## config.mk

```make
export PLATFORM = sky130hd
export DESIGN_NAME = obi_axi4l_bridge_flat
export DESIGN_NICKNAME = d
export VERILOG_FILES = /design/src/rtl/axi4l_pkg.sv /design/src/rtl/axi4l_if.sv /design/src/rtl/obi_axi4l_bridge.sv /design/src/flat_wrapper.sv
export SDC_FILE = /design/constraint.sdc
export NUM_CORES = 1
export LEC_CHECK = 0
export CAP_MARGIN = 20
export CORE_MARGIN = 2
export CORE_UTILIZATION = 39
export DETAILED_ROUTE_END_ITERATION = 10
export MAX_ROUTING_LAYER = met4
export PLACE_DENSITY = 0.94
export SLEW_MARGIN = 20
export SYNTH_ARGS = -nofsm -noshare
export SYNTH_HDL_FRONTEND = slang
export SYNTH_SLANG_ARGS = --single-unit
```

## constraint.sdc

```tcl
create_clock -name aclk -period 4.07 [get_ports aclk]
set_clock_uncertainty 0.05 [all_clocks]
set_input_delay 0.6105 -clock aclk [delete_from_list [all_inputs] [get_ports aclk]]
set_output_delay 0.6105 -clock aclk [all_outputs]
set_load 0.01 [all_outputs]
```

## src/rtl/axi4l_pkg.sv

```systemverilog
// Shared AXI4-Lite types used by the fabric masters and slaves.
package axi4l_pkg;

  typedef logic [31:0] addr_t;
  typedef logic [31:0] data_t;
  typedef logic [3:0]  strb_t;

  typedef enum logic [1:0] {
    RESP_OKAY   = 2'b00,
    RESP_EXOKAY = 2'b01,
    RESP_SLVERR = 2'b10,
    RESP_DECERR = 2'b11
  } resp_t;

  // SLVERR and DECERR both carry bit 1 set; OKAY/EXOKAY are successes.
  function automatic logic resp_is_err(input resp_t r);
    return (r == RESP_SLVERR) || (r == RESP_DECERR);
  endfunction

endpackage

```

## src/rtl/axi4l_if.sv

```systemverilog
// AXI4-Lite bundle with clock and active-low reset carried alongside the channels.
interface axi4l_if (
  input logic aclk,
  input logic aresetn
);
  import axi4l_pkg::*;

  addr_t      awaddr;
  logic [2:0] awprot;
  logic       awvalid;
  logic       awready;
  data_t      wdata;
  strb_t      wstrb;
  logic       wvalid;
  logic       wready;
  resp_t      bresp;
  logic       bvalid;
  logic       bready;
  addr_t      araddr;
  logic [2:0] arprot;
  logic       arvalid;
  logic       arready;
  data_t      rdata;
  resp_t      rresp;
  logic       rvalid;
  logic       rready;

  modport master (
    input  aclk, aresetn,
    output awaddr, awprot, awvalid, input awready,
    output wdata, wstrb, wvalid, input wready,
    input  bresp, bvalid, output bready,
    output araddr, arprot, arvalid, input arready,
    input  rdata, rresp, rvalid, output rready
  );

  modport slave (
    input  aclk, aresetn,
    input  awaddr, awprot, awvalid, output awready,
    input  wdata, wstrb, wvalid, output wready,
    output bresp, bvalid, input bready,
    input  araddr, arprot, arvalid, output arready,
    output rdata, rresp, rvalid, input rready
  );
endinterface

```

## src/rtl/obi_axi4l_bridge.sv

```systemverilog
// Ibex req/gnt/rvalid port to single-outstanding AXI4-Lite master.
// Optional response timeout with DRAIN recovery: define AXI4L_BRIDGE_TIMEOUT_EN.
module obi_axi4l_bridge
  import axi4l_pkg::*;
#(
  parameter int unsigned TIMEOUT = 255
) (
  axi4l_if.master axi,
  input  logic    req_i,
  output logic    gnt_o,
  input  logic    we_i,
  input  strb_t   be_i,
  input  addr_t   addr_i,
  input  data_t   wdata_i,
  output logic    rvalid_o,
  output data_t   rdata_o,
  output logic    err_o
);

`ifdef AXI4L_BRIDGE_TIMEOUT_EN
  typedef enum logic [1:0] {IDLE, WRITE, READ, DRAIN} state_t;
  localparam int unsigned CNT_W = $clog2(TIMEOUT + 1);
  logic [CNT_W-1:0] cnt;
  logic             we_q;
  logic             timed_out;
`else
  typedef enum logic [1:0] {IDLE, WRITE, READ} state_t;
  logic unused_timeout;
`endif

  state_t state;
  addr_t  addr_q;
  data_t  wdata_q;
  strb_t  be_q;
  logic   awvalid_q;
  logic   wvalid_q;
  logic   arvalid_q;
  logic   b_wait;
  logic   r_wait;
  logic   bready;
  logic   rready;
  logic   b_hs;
  logic   r_hs;

`ifdef AXI4L_BRIDGE_TIMEOUT_EN
  // A timed-out transaction still owns its response channel until DRAIN consumes it.
  assign b_wait    = (state == WRITE) || ((state == DRAIN) && we_q);
  assign r_wait    = (state == READ)  || ((state == DRAIN) && !we_q);
  assign timed_out = (cnt == CNT_W'(TIMEOUT - 1));
`else
  assign b_wait         = (state == WRITE);
  assign r_wait         = (state == READ);
  assign unused_timeout = ^TIMEOUT;
`endif

  assign bready = b_wait && !awvalid_q && !wvalid_q;
  assign rready = r_wait && !arvalid_q;
  assign b_hs   = axi.bvalid && bready;
  assign r_hs   = axi.rvalid && rready;
  assign gnt_o  = axi.aresetn && (state == IDLE) && req_i;

  assign axi.awaddr  = addr_q;
  assign axi.awprot  = 3'b000;
  assign axi.awvalid = awvalid_q;
  assign axi.wdata   = wdata_q;
  assign axi.wstrb   = be_q;
  assign axi.wvalid  = wvalid_q;
  assign axi.bready  = bready;
  assign axi.araddr  = addr_q;
  assign axi.arprot  = 3'b000;
  assign axi.arvalid = arvalid_q;
  assign axi.rready  = rready;

  // Request capture: payload only, qualified by the grant
  always_ff @(posedge axi.aclk) begin
    if (gnt_o) begin
      addr_q  <= addr_i;
      wdata_q <= wdata_i;
      be_q    <= be_i;
    end
  end

  // Control FSM: channel valids, response pulse and state
  always_ff @(posedge axi.aclk or negedge axi.aresetn) begin
    if (!axi.aresetn) begin
      state     <= IDLE;
      awvalid_q <= 1'b0;
      wvalid_q  <= 1'b0;
      arvalid_q <= 1'b0;
      rvalid_o  <= 1'b0;
      rdata_o   <= '0;
      err_o     <= 1'b0;
`ifdef AXI4L_BRIDGE_TIMEOUT_EN
      cnt       <= '0;
      we_q      <= 1'b0;
`endif
    end else begin
      rvalid_o <= 1'b0;
      if (awvalid_q && axi.awready) awvalid_q <= 1'b0;
      if (wvalid_q && axi.wready)   wvalid_q  <= 1'b0;
      if (arvalid_q && axi.arready) arvalid_q <= 1'b0;

      unique case (state)
        IDLE: begin
          if (req_i) begin
            if (we_i) begin
              state     <= WRITE;
              awvalid_q <= 1'b1;
              wvalid_q  <= 1'b1;
            end else begin
              state     <= READ;
              arvalid_q <= 1'b1;
            end
`ifdef AXI4L_BRIDGE_TIMEOUT_EN
            we_q <= we_i;
            cnt  <= '0;
`endif
          end
        end
        WRITE: begin
          if (b_hs) begin
            state    <= IDLE;
            rvalid_o <= 1'b1;
            err_o    <= resp_is_err(axi.bresp);
          end
`ifdef AXI4L_BRIDGE_TIMEOUT_EN
          else if (timed_out) begin
            state    <= DRAIN;
            rvalid_o <= 1'b1;
            err_o    <= 1'b1;
            rdata_o  <= '0;
          end else begin
            cnt <= cnt + CNT_W'(1);
          end
`endif
        end
        READ: begin
          if (r_hs) begin
            state    <= IDLE;
            rvalid_o <= 1'b1;
            rdata_o  <= axi.rdata;
            err_o    <= resp_is_err(axi.rresp);
          end
`ifdef AXI4L_BRIDGE_TIMEOUT_EN
          else if (timed_out) begin
            state    <= DRAIN;
            rvalid_o <= 1'b1;
            err_o    <= 1'b1;
            rdata_o  <= '0;
          end else begin
            cnt <= cnt + CNT_W'(1);
          end
`endif
        end
`ifdef AXI4L_BRIDGE_TIMEOUT_EN
        DRAIN: begin
          if (b_hs || r_hs) state <= IDLE;
        end
`endif
        default: state <= IDLE;
      endcase
    end
  end

endmodule

```

## src/flat_wrapper.sv

```systemverilog
// flat-port wrapper written by rule: the top's interface ports become plain ports
module obi_axi4l_bridge_flat import axi4l_pkg::*;
#(
  parameter int unsigned TIMEOUT = 255
)
  (req_i, gnt_o, we_i, be_i, addr_i, wdata_i, rvalid_o, rdata_o, err_o, aclk, aresetn, axi_awaddr, axi_awprot, axi_awvalid, axi_awready, axi_wdata, axi_wstrb, axi_wvalid, axi_wready, axi_bresp, axi_bvalid, axi_bready, axi_araddr, axi_arprot, axi_arvalid, axi_arready, axi_rdata, axi_rresp, axi_rvalid, axi_rready);
  axi4l_if axi_i (.aclk(aclk), .aresetn(aresetn));
  input  logic req_i;
  output logic gnt_o;
  input  logic we_i;
  input  strb_t be_i;
  input  addr_t addr_i;
  input  data_t wdata_i;
  output logic rvalid_o;
  output data_t rdata_o;
  output logic err_o;
  input wire logic aclk;
  input wire logic aresetn;
  output wire logic [$bits(axi_i.awaddr)-1:0] axi_awaddr;
  output wire logic [$bits(axi_i.awprot)-1:0] axi_awprot;
  output wire logic [$bits(axi_i.awvalid)-1:0] axi_awvalid;
  input wire logic [$bits(axi_i.awready)-1:0] axi_awready;
  output wire logic [$bits(axi_i.wdata)-1:0] axi_wdata;
  output wire logic [$bits(axi_i.wstrb)-1:0] axi_wstrb;
  output wire logic [$bits(axi_i.wvalid)-1:0] axi_wvalid;
  input wire logic [$bits(axi_i.wready)-1:0] axi_wready;
  input wire logic [$bits(axi_i.bresp)-1:0] axi_bresp;
  input wire logic [$bits(axi_i.bvalid)-1:0] axi_bvalid;
  output wire logic [$bits(axi_i.bready)-1:0] axi_bready;
  output wire logic [$bits(axi_i.araddr)-1:0] axi_araddr;
  output wire logic [$bits(axi_i.arprot)-1:0] axi_arprot;
  output wire logic [$bits(axi_i.arvalid)-1:0] axi_arvalid;
  input wire logic [$bits(axi_i.arready)-1:0] axi_arready;
  input wire logic [$bits(axi_i.rdata)-1:0] axi_rdata;
  input wire logic [$bits(axi_i.rresp)-1:0] axi_rresp;
  input wire logic [$bits(axi_i.rvalid)-1:0] axi_rvalid;
  output wire logic [$bits(axi_i.rready)-1:0] axi_rready;
  assign axi_awaddr = axi_i.awaddr;
  assign axi_awprot = axi_i.awprot;
  assign axi_awvalid = axi_i.awvalid;
  assign axi_i.awready = axi_awready;
  assign axi_wdata = axi_i.wdata;
  assign axi_wstrb = axi_i.wstrb;
  assign axi_wvalid = axi_i.wvalid;
  assign axi_i.wready = axi_wready;
  assign axi_i.bresp = axi_bresp;
  assign axi_i.bvalid = axi_bvalid;
  assign axi_bready = axi_i.bready;
  assign axi_araddr = axi_i.araddr;
  assign axi_arprot = axi_i.arprot;
  assign axi_arvalid = axi_i.arvalid;
  assign axi_i.arready = axi_arready;
  assign axi_i.rdata = axi_rdata;
  assign axi_i.rresp = axi_rresp;
  assign axi_i.rvalid = axi_rvalid;
  assign axi_rready = axi_i.rready;
  obi_axi4l_bridge #(.TIMEOUT(TIMEOUT)) u_core (.axi(axi_i), .req_i(req_i), .gnt_o(gnt_o), .we_i(we_i), .be_i(be_i), .addr_i(addr_i), .wdata_i(wdata_i), .rvalid_o(rvalid_o), .rdata_o(rdata_o), .err_o(err_o));
endmodule
```

==> summary.md <==
| Metric | Value |
|---|---|
| Top cell type's share of synthesized area | `52.1%` |
| Vias | `2609` |
| DP Cell Count | `564` |
| Worst hold path class | `input port to async pin` |
| Detail Route Antenna Nets | `0` |
| Synth Area in Compound Gates | `1.66%` |
| Via density | `4.50` |
| Most frequent cell after synthesis | `edfxtp_1` |
| Peak VDD IR | `~0.33 mV` |
| Clk slew on worst S/H paths | `100 ps` |
| Filler cells | `701` |
| Post-place instance area | `0.00632 sq mm` |
| I/O Buffers | `250` |
| Num rows | `36` |
| Final Hold Fails | `0` |
| Final nets | `558` |
| Area share of xor/xnor cells in the synthesized design | `0%` |
| Number of setup buffers added after CTS | `0` |
| GRT overflow | `0` |
| Cts hold-fix bufs | `0` |
| Number of synthesized flops with an enable pin | `68` |
| Die Ht | `104 um` |
| #FFs+latches synth | `between 100 and 150` |
| Post-DP HPWL | `8010 um` |
| P&R area growth vs syn | `66.3%` |
| Clk Latency, worst-skew pair | `~360 ps` |
| Max cap viols | `0` |
| Syn Std Cell Area | `0.00392 sq mm` |
| Setup crit start kind | `flop` |
| Slew HR | `43.4%` |
| PD cells | `529 mW/mm^2` |
| Total clock sinks | `107` |
| DR iter-0 viols | `88` |
| Layout cells sized above 1 | `between 10% and 20%` |
| Vias in the first global route | `2835` |
| Synth Area in Simple Gates | `2.17%` |
| RSZ-0062 raised after global routing | `false` |
| WL/cell | `17.5 um` |
| Worst Max-Slew Pin Slew | `848 ps` |
| Maximum clock frequency | `379 MHz` |
| Crit path DAT | `1980 ps` |
| Gpl congestion | `0.772` |
| Status | `finished clean` |
| Worst-path fanout max | `5` |
| Final setup fails | `0` |
| Worst Path Required | `3410 ps` |
| DR pass1 iterations | `4` |
| Post-synthesis cell type count | `26` |
| Pin count of the biggest net entering global routing | `69` |
| Final Max Slew Viols | `0` |
| Synth Area in Adders | `less than 1%` |
| Final min period | `2640 ps` |
| Final instance area | `roughly 0.0065 sq mm` |
| Seq/Total Area, Yosys | `77.1%` |
| Core Area | `0.00977 sq mm` |
| Largest family of logic cells by synthesized area | `multiplexers` |
| Initial antenna violation count | `0` |
| Syn Area/Cell | `18.2 sq um` |
| Synth cell count leaders | `edfxtp_1 (68), dfrtp_1 (39), buf_4 (38)` |
| Starting Density | `40.1%` |
| H-tree Lvls | `3` |
| Cells after synthesis | `215` |
| Die area | `0.0109 sq mm` |
| Cts repair resizes | `0` |
| GRT Total Usage | `between 10% and 20%` |
| Period utilisation layout | `64.9%` |
| Multi-input logic area | `594 sq um` |
| Setup CP Type | `flop to output pin` |
| TritonCTS clock tree | `done` |
| I/O Pins | `259` |
| Die width | `104 um` |
| Diode count | `0` |
| Storage element area | `0.00302 sq mm` |
| Dominant cell type by area after synthesis | `edfxtp_1` |
| Top cells by area, synth | `edfxtp_1 (52%), dfrtp_1 (25%), mux2_2 (9.8%), buf_4 (7.3%), ha_1 (0.96%)` |
| Setup total negative slack | `0 ps` |
| Drt drc | `0` |
| Non-Filler Instances | `580` |
| Global-route wire length before repair | `15300 um` |
| Main synth FF type | `edfxtp_1` |
| Leak pwr | `~2.4 nW` |
| Root Driver | `clkbuf_8` |
| Clock Path Buffers | `2` |
| Routed wire length | `10100 um` |
| YS warnings | `0` |
| Inserted Clock Buffers | `9` |
| Mux share of post-synthesis cell area | `approximately 9.8%` |
| CP Capture Type | `output pin` |
| Async set-reset flop share out of synthesis | `36.4%` |
layer usage:
layer / wire [um] / part of all wire, % / track usage [%]
met5: 0 / 0 / -
met4: 403 / 4.0 / 11.4
met3: 711 / 7.0 / 5.14
met2: 5290 / 52 / 32.5
met1: 3740 / 37 / 20.7
worst paths after layout:
check | startpoint | endpoint | slack, ps | cells after the start
max | u_core.state[1] | axi_bready | 1430 | 4
min | aresetn | u_core.axi.arvalid | 260 | 2
max reg2reg | u_core.state[0] | u_core.axi.araddr[28] | 2040 | 4
min reg2reg | u_core.rdata_o[14] | u_core.rdata_o[14] | 460 | 1
max in group asynchronous | aresetn | u_core.rdata_o[15] | 3360 | 2
min in group aclk | u_core.rdata_o[14] | u_core.rdata_o[14] | 460 | 1
critical path, stage by stage, from the launching register on:
cell             delay (ps)
dfrtp_1                 410
inv_1                   100
ha_1                    250
nor3b_1                 270
clkdlybuf4s50_1         590
stage by stage:
step           power (mW)  utilization, %  setup WS [ps]  hold slack (ps)
2_1_floorplan        2.09               -           1050              265
3_3_place_gp         2.78            64.6           1520              437
3_5_place_dp         2.84            64.6           1520              442
4_1_cts              3.48            66.6           1410              253
5_1_grt              3.61            66.6           1250              287
6_report             3.44            66.6           1430              255
area by class of cell:
type / count / share of cell area (%)
Clock buffer: 10 / 1.96
Clock inverter: 6 / 1.02
Inverter: 5 / 0.288
Multi-Input combinational cell: 66 / 9.13
Sequential cell: 107 / 46.3
Tap cell: 133 / 2.56
Timing Repair Buffer: 253 / 38.7
flip-flops by register name (all words and copies together) (netlist names):
register / cells
u_core.axi.araddr: 32
u_core.axi.arvalid: 1
u_core.axi.awvalid: 1
u_core.axi.wdata: 32
u_core.axi.wstrb: 4
u_core.axi.wvalid: 1
u_core.err_o: 1
u_core.rdata_o: 32
u_core.rvalid_o: 1
u_core.state: 2
report_power, final:
group	internal (mW)	switching [mW]	total, mW	leakage, nW
registers	1.45	0.134	1.58	1.10
clock network	0.285	0.350	0.635	0.0901
logic	0.762	0.464	1.23	1.25
total	2.49	0.948	3.44	2.44
cells by family (layout without fill, tap and decap cells):
family	count (synthesis)	in the layout
AOI/OAI and AO/OA	9	9
DFF	107	107
other	1	6
muxes	34	34
and+or+nand+nor	14	14
buffers and inverters	47	274
adders and majority gates	3	3
placed cells by master, fill, tap and decap left out, drive strengths merged, types with 2 or more instances in the layout:
master,count
buf,4
clkbuf,10
clkdlybuf4s50,249
clkinv,3
clkinvlp,2
conb,6
dfrtp,39
edfxtp,68
ha,3
inv,5
mux2,34
nand2,4
nand2b,2
nor2b,2
o21ai,2
Power figures use the tool's default switching activity.
